<file path="src/rtl/npu_pkg.sv">
// Shared NPU constants and types for the MRF write-side loader.
// Geometry: EW-bit elements, DOTW per row, one BW-bit beat per DSP chunk.
package npu_pkg;

    // Element width and dot-product width of one engine.
    localparam int EW      = 8;
    localparam int DOTW    = 40;

    // One beat carries the ten elements of a single DSP chunk.
    localparam int NUM_DSP = DOTW / 10;
    localparam int BW      = EW * 10;
    localparam int DW      = EW * DOTW;

    // MRF geometry.
    localparam int DEPTH   = 512;
    localparam int AW      = 9;

    typedef enum logic {
        IDLE = 1'b0,
        LOAD = 1'b1
    } mrf_ld_state_t;

endpackage

</file>
<file path="src/rtl/mrf_loader_packer.sv">
// mrf_row_packer: gathers NUM_DSP beats into one MRF row, first beat in the
// MSB chunk. Ports: clk, rst (async active-low), clr_i, beat_i, data_i,
// row_valid_o (last beat of a row accepted this cycle), row_data_o (row
// including the beat accepted this cycle).
module mrf_row_packer
    import npu_pkg::*;
#(
    parameter int P_NUM_DSP = NUM_DSP,
    parameter int P_BW      = BW
) (
    input  logic                       clk,
    input  logic                       rst,
    input  logic                       clr_i,
    input  logic                       beat_i,
    input  logic [P_BW-1:0]            data_i,
    output logic                       row_valid_o,
    output logic [P_NUM_DSP*P_BW-1:0]  row_data_o
);

    localparam int RW = P_NUM_DSP * P_BW;
    localparam int CW = (P_NUM_DSP > 1) ? $clog2(P_NUM_DSP) : 1;
    localparam logic [CW-1:0] LAST = CW'(P_NUM_DSP - 1);

    logic [CW-1:0] cnt_q, cnt_d;
    logic [RW-1:0] row_q, row_d;

    always_comb begin
        cnt_d = cnt_q;
        row_d = row_q;
        if (beat_i) begin
            // Beat k fills chunk NUM_DSP-1-k, so beat 0 ends up in the MSBs.
            for (int i = 0; i < P_NUM_DSP; i++) begin
                if (cnt_q == CW'(i)) begin
                    row_d[(P_NUM_DSP-1-i)*P_BW +: P_BW] = data_i;
                end
            end
            cnt_d = (cnt_q == LAST) ? '0 : cnt_q + 1'b1;
        end
        if (clr_i) begin
            cnt_d = '0;
        end
    end

    always_ff @(posedge clk or negedge rst) begin
        if (!rst) begin
            cnt_q <= '0;
            row_q <= '0;
        end else begin
            cnt_q <= cnt_d;
            row_q <= row_d;
        end
    end

    assign row_valid_o = beat_i && (cnt_q == LAST);
    assign row_data_o  = row_d;

endmodule

</file>
<file path="src/rtl/mrf_loader.sv">
// mrf_loader: accepts (base, rows) load commands and streams packed weight
// rows into the MRF. Ports: clk, rst (async active-low); cmd_valid/ready,
// cmd_base, cmd_rows; in_valid/ready, in_data (one DSP chunk per beat);
// wr_en/wr_addr/wr_data (registered MRF write port); busy; done (pulse).
module mrf_loader
    import npu_pkg::*;
(
    input  logic          clk,
    input  logic          rst,
    input  logic          cmd_valid,
    output logic          cmd_ready,
    input  logic [AW-1:0] cmd_base,
    input  logic [AW:0]   cmd_rows,
    input  logic          in_valid,
    output logic          in_ready,
    input  logic [BW-1:0] in_data,
    output logic          wr_en,
    output logic [AW-1:0] wr_addr,
    output logic [DW-1:0] wr_data,
    output logic          busy,
    output logic          done
);

    mrf_ld_state_t state_q, state_d;

    logic [AW-1:0] addr_q, addr_d;
    logic [AW:0]   rows_q, rows_d;
    logic [AW:0]   row_cnt_q, row_cnt_d;

    logic          wr_en_q, wr_en_d;
    logic [AW-1:0] wr_addr_q, wr_addr_d;
    logic [DW-1:0] wr_data_q, wr_data_d;
    logic          done_q, done_d;

    logic          cmd_fire;
    logic          beat_fire;
    logic          pk_clr;
    logic          row_valid;
    logic [DW-1:0] row_data;

    // Held low during reset so no command can slip in on release.
    assign cmd_ready = rst && (state_q == IDLE);
    assign in_ready  = (state_q == LOAD);
    assign busy      = (state_q == LOAD);

    assign cmd_fire  = cmd_valid && cmd_ready;
    assign beat_fire = in_valid && in_ready;

    mrf_row_packer #(
        .P_NUM_DSP (NUM_DSP),
        .P_BW      (BW)
    ) u_packer (
        .clk         (clk),
        .rst         (rst),
        .clr_i       (pk_clr),
        .beat_i      (beat_fire),
        .data_i      (in_data),
        .row_valid_o (row_valid),
        .row_data_o  (row_data)
    );

    always_comb begin
        state_d   = state_q;
        addr_d    = addr_q;
        rows_d    = rows_q;
        row_cnt_d = row_cnt_q;
        wr_en_d   = 1'b0;
        wr_addr_d = wr_addr_q;
        wr_data_d = wr_data_q;
        done_d    = 1'b0;
        pk_clr    = 1'b0;
        unique case (state_q)
            IDLE: begin
                if (cmd_fire) begin
                    rows_d = cmd_rows;
                    if (cmd_rows == '0) begin
                        done_d = 1'b1;
                    end else begin
                        state_d   = LOAD;
                        addr_d    = cmd_base;
                        row_cnt_d = '0;
                        pk_clr    = 1'b1;
                    end
                end
            end
            LOAD: begin
                if (row_valid) begin
                    wr_en_d   = 1'b1;
                    wr_addr_d = addr_q;
                    wr_data_d = row_data;
                    // AW-bit address wraps DEPTH-1 -> 0 on its own.
                    addr_d    = addr_q + 1'b1;
                    row_cnt_d = row_cnt_q + 1'b1;
                    if (row_cnt_q == rows_q - 1'b1) begin
                        state_d = IDLE;
                        done_d  = 1'b1;
                    end
                end
            end
            default: begin
                state_d = IDLE;
            end
        endcase
    end

    always_ff @(posedge clk or negedge rst) begin
        if (!rst) begin
            state_q   <= IDLE;
            addr_q    <= '0;
            rows_q    <= '0;
            row_cnt_q <= '0;
            wr_en_q   <= 1'b0;
            wr_addr_q <= '0;
            wr_data_q <= '0;
            done_q    <= 1'b0;
        end else begin
            state_q   <= state_d;
            addr_q    <= addr_d;
            rows_q    <= rows_d;
            row_cnt_q <= row_cnt_d;
            wr_en_q   <= wr_en_d;
            wr_addr_q <= wr_addr_d;
            wr_data_q <= wr_data_d;
            done_q    <= done_d;
        end
    end

    assign wr_en   = wr_en_q;
    assign wr_addr = wr_addr_q;
    assign wr_data = wr_data_q;
    assign done    = done_q;

endmodule

</file>
<file path="config.mk">
export PLATFORM = sky130hd
export DESIGN_NAME = mrf_loader
export DESIGN_NICKNAME = d
export VERILOG_FILES = /design/src/rtl/npu_pkg.sv /design/src/rtl/mrf_loader_packer.sv /design/src/rtl/mrf_loader.sv
export SDC_FILE = /design/constraint.sdc
export NUM_CORES = 1
export LEC_CHECK = 0
export CAP_MARGIN = 20
export CELL_PAD_IN_SITES_DETAIL_PLACEMENT = 0
export CELL_PAD_IN_SITES_GLOBAL_PLACEMENT = 1
export CORE_ASPECT_RATIO = 0.8
export CORE_UTILIZATION = 43
export DETAILED_ROUTE_END_ITERATION = 10
export GPL_TIMING_DRIVEN = 0
export PLACE_DENSITY = 0.82
export REMOVE_ABC_BUFFERS = 1
export SYNTH_ARGS = -nofsm -noshare
export SYNTH_HDL_FRONTEND = slang
export SYNTH_SLANG_ARGS = --single-unit
export TNS_END_PERCENT = 1
</file>
<file path="constraint.sdc">
create_clock -name clk -period 6.3 [get_ports clk]
set_clock_uncertainty 0.1 [all_clocks]
set_input_delay 1.26 -clock clk [delete_from_list [all_inputs] [get_ports clk]]
set_output_delay 1.26 -clock clk [all_outputs]
set_load 0.02 [all_outputs]
</file>
=== Word-level counts from Yosys, hierarchy flattened ===
Index checks and enable logic that the tools add are counted.

* Add/sub/neg operators: 4
* $lt $le $gt $ge: 0
* Bitwise operators: 1
* Multipliers: 0
* Muxes and demuxes: 29
* Div/mod/pow operators: 0
* Reduce and logical (&&, ||, !) cells: 10
* Shift operators: 0
* Equality and inequality tests: 7

{| class="wikitable"
|+ Operators by type and width
! operator !! count
|-
| 320-bit 2-to-1 mux || 1
|-
| 80-bit 2-to-1 mux || 4
|-
| 10-bit 2-to-1 mux || 3
|-
| 9-bit 2-to-1 mux || 3
|-
| 10-bit one-hot mux with 2 select lines || 1
|-
| 9-bit one-hot mux with 2 select lines || 1
|-
| 1-bit 2-to-1 mux || 11
|-
| 10-bit by 1-bit adder with 10-bit output (second input constant) || 1
|-
| 10-bit equality test || 1
|-
| 10-bit logical NOT || 1
|-
| 10-bit by 1-bit subtractor with 10-bit output (second input constant) || 1
|-
| 9-bit by 1-bit adder with 9-bit output (second input constant) || 1
|-
| 2-bit 2-to-1 mux || 3
|-
| 2-bit equality test (second input constant) || 2
|-
| 1-bit logical AND || 4
|-
| 2-bit != test (second input constant) || 2
|-
| 1-bit one-hot mux with 2 select lines || 2
|-
| 2-bit AND reduction || 2
|-
| 3-bit AND reduction || 1
|-
| 2-bit by 1-bit adder with 2-bit output (second input constant) || 1
|-
| 2-bit by 1-bit equality test with 1-bit output (second input constant) || 1
|-
| 2-bit logical NOT || 1
|-
| 2-bit by 1-bit != test with 1-bit output (second input constant) || 1
|-
| 2-bit nonzero test || 1
|-
| 1-bit NOT || 1
|}

* Output and inout port bits: 334
* Memories kept: 0
* Bits in latches: 0
* Bits in writable memories: 0
* Register bits after elaboration: 683
* Bits in read-only memories: 0
* Bits of input ports: 103

=== Longest topological paths before layout ===
* Depth after elaboration: 6
* Mapped depth: 7
* Mapped depth without buffers: 7

=== By module ===
From an unflattened synthesis, not the netlist that was laid out.

* Cell total of the unflattened synthesis: 2276
* Area total of the unflattened synthesis: 26311.5 µm²

{| class="wikitable"
|+ By module, submodules not included
! module !! cells each !! instances !! area each (µm²) !! sequential area each (µm²)
|-
| mrf_loader || 1585 || 1 || 14128.6 || 9033.7
|-
| mrf_row_packer || 691 || 1 || 12182.9 || 8057.7
|}

=== Worst setup path after synthesis ===
OpenSTA, ideal clock, no wires.

* Path type: input -> output
* From: in rst
* To: out cmd_ready
* Setup slack: 3.353 ns
* Path buffers: 0
* Stages: 1
* Arrival: 1.587 ns
* Cell sequence: nor2b_1

* Cells in the longest elaborated chain, start to end: 1

{| class="wikitable"
|+ RTL lines
! what !! RTL line !! RTL
|-
| start, declared || mrf_loader.sv:9 || <nowiki>input logic rst,</nowiki>
|-
| 1-bit logical AND || mrf_loader.sv:42 || <nowiki>assign cmd_ready = rst && (state_q == IDLE);</nowiki>
|-
| end, declared || mrf_loader.sv:11 || <nowiki>output logic cmd_ready,</nowiki>
|}

No other way between the ends.

=== Final worst setup path ===
Same ends and word-level chain as after synthesis.

==> flow_summary.ini <==
[floorplan]
core_region_area_um2 = 52640
rows = 75
io_pins = 437
die_x_um = 260.7
initial_utilization_pct = 43.71
die_area_um2 = 54460
fp.dieH_um = 208.9

[yosys]
synth_top_family_by_area = simple AND/OR/NAND/NOR gates
synth-seq-cells = 603
synth_area_leaders = dfrtp_1, nand2_1, mux2_2
ys_seq_area_share_pct = 65.57
synth-compound-area-share_pct = 1.245
synth-xor-area-share_pct = 0.6850
async_reset_ff_share_pct = 100.0
ys.flop_type = dfrtp_1
ys_types = 49
netlist_area_um2 = 23010
synth.most_common_cell = nand2_1
syn_area_per_cell_um2 = 10.93
synth_edf_count = 0
synthAdderAreaFrac_pct = 0.3806
synthMuxAreaShare_pct = 12.28
yosysTopAreaCell = dfrtp_1
synth_commonest_cells = nand2_1, dfrtp_1, mux2_2
synthDominantCellAreaShare_pct = 65.57
yosys_warnings = 0
yosys.area_share.simple_pct = 17.88
synthCells = 2106

[routing]
viasPerCell = 4.909
drtPass1Iterations = 8
antenna_left = 0
drc = 56
wl_mm = 56.81
drt-wirelength-per-cell_um = 17.47
drt_iter0_markers = 1114
vias = 15965

[power]
powerDensity_nw_per_um2 = 542.8
p_leak_nw = 14.52
peakVddDrop_uv = 254.4
power_mw = 16.52

[placed_design]
place_ws_ns = 0.9799
place_area_um2 = 28360
hpwl_mm = 37.04
gp_congestion = 0.7912
portBuffers = 436

[cells_and_area]
post_route_cells_drive_above_1_share_pct = 14.93
multiInputGateArea_um2 = 7527
nets = 2620
area_growth_pct = 32.27
fillCellCount = 4405
design_area_um2 = 30440
register_area_um2 = 15090
finish.utilization_pct = 57.82
diodes = 0

[setup_path]
r2r_slack_ns = 2.77
cp_num_buf_inv = 4
reg2reg_depth = 6
critPathRequiredTime_ns = 4.94
path_common_cell = buf_16
cp_cell_sequence = buf_8, buf_16, buf_16, nor2b_1, clkdlybuf4s50_1
cpLargestDelayFamily = buffers and inverters
critPathArrivalTime_ns = 3.63
worstSetupPathType = input port to output port
cp_max_fo = 107
crit_cells = 5
slowest_stage = clkdlybuf4s50_1
cp_slowest_stage_delay_ns = 0.62
end_kind = output port
crit_path_start_kind = input port

[clock_network]
cts_resized = 0
cts_tree = done
cts_sinks = 603
clkTransAtPathRegs_ns = 0.06
cts_hold_buf = 0
h-tree-depth = 2
clkLatencyLatePin_ns = 0.61
clockRootBuffer = clkbuf_16
post-cts-setup-buffers = 0
cts_made_buffers = 59
clockBufferDepth = 3

[worst_hold_path]
min_path_type = register to register
hold_depth = 2

[sta]
tightest_slew_ns = 0.9682
setup_violations = 0
max_freq_ghz = 0.2004
min_period_ns = 4.990
rsz0062_at_grt = no
slew_headroom_pct = 35.25
slew_viol_final = 0
timing.hold.ws_ns = 0.3711
finalCritPeriodShare_pct = 79.20
fin_ws_ns = 1.310
hold_viol = 0

[global_route]
grt_overflow_total = 0
grt_max_degree = 126
grt_pass1_vias = 16250
grt_usage_pct = 21.01
antenna_found_initial = 2
grt_pass1_wl_mm = 90.76

[flow_run]
drv_cap = 0

[status]
status = finished, violations left
violations = DRC
[tightest hold or removal path: cells and delay by family (launching register included)]
family / cells / cell delay, ns
flip-flops: 1 / 0.33
AND/OR/NAND/NOR: 2 / 0.11
[power by group]
part | switching, mW | internal (mW)
Combinational | 3.39 | 2.98
Sequential | 0.773 | 5.65
Clock | 1.50 | 2.23
Total | 5.67 | 10.9
[flip-flops by register name, indices dropped and copies added (netlist names)]
register,count
busy,1
u_packer.row_q,240
wr_en,1
wr_data,320
u_packer.cnt_q,2
done,1
addr_q,9
rows_q,10
wr_addr,9
row_cnt_q,10
[cells by family (layout without fill, tap and decap cells)]
family / after synthesis / count (layout)
adders and majority gates: 7 / 7
xor gates and xnor gates: 18 / 18
and+or+nand+nor: 1069 / 1069
buffers and inverters: 119 / 572
DFF: 603 / 603
AOI/OAI and AO/OA: 39 / 39
muxes: 251 / 251
[final timing paths]
path | from | to
setup / recovery | rst | cmd_ready
hold / removal | wr_data[23] | wr_data[23]
setup reg to reg | busy | wr_data[281]
hold reg to reg | wr_data[23] | wr_data[23]
max in group asynchronous | rst | wr_data[5]
min in group asynchronous | rst | u_packer.row_q[86]
[cells in the final DEF (no fill, tap or decap), types with 3 or more instances in the layout]
| cell type | Yosys | final |
|---|---|---|
| clkdlybuf4s50_1 | 0 | 435 |
| clkbuf_16 | 0 | 59 |
| inv_6 | 0 | 3 |
| nor2_1 | 23 | 23 |
| clkbuf_8 | 0 | 12 |
| nand3_4 | 0 | 4 |
| bufinv_16 | 0 | 9 |
| nand4_1 | 6 | 6 |
| o211ai_1 | 3 | 3 |
| xnor2_1 | 11 | 11 |
| clkbuf_1 | 105 | 8 |
| nor3_1 | 5 | 5 |
| nor4_1 | 6 | 6 |
| o21ai_0 | 7 | 7 |
| mux2_2 | 250 | 250 |
| dfrtp_1 | 603 | 603 |
| inv_1 | 7 | 7 |
| buf_12 | 0 | 3 |
| ha_1 | 7 | 7 |
| nand2_1 | 1000 | 1000 |
| a21oi_1 | 7 | 7 |
| nand3_1 | 14 | 10 |
| buf_16 | 0 | 15 |
| xor2_1 | 7 | 7 |
| clkinv_2 | 0 | 15 |
| nand2b_1 | 3 | 3 |
[final cells by class]
type                       count  area share (%)
tap                          693           2.849
clock inverter                31           1.336
inverter                       8          0.1151
multi-input combinational   1384           24.73
clock buffer                  79           5.492
sequential                   603           49.57
timing repair buffer         454           15.91
[routing by layer]
metal,share of wire [%],vias up,wire length [um],global-route usage (%)
li1,-,7551,-,-
met1,45,7943,25290,29.51
met2,46,378,26210,32.69
met3,7.0,91,3966,4.791
met4,2.4,2,1336,6.050
met5,0.019,-,11,0
[stage by stage]
stage	std cells	setup TNS (ns)
6_report	3252	0
5_1_grt	3252	0
4_1_cts	3252	0
3_5_place_dp	3142	0
3_3_place_gp	3124	-
2_1_floorplan	1995	-3302.72
Power figures use the tool's default switching activity.
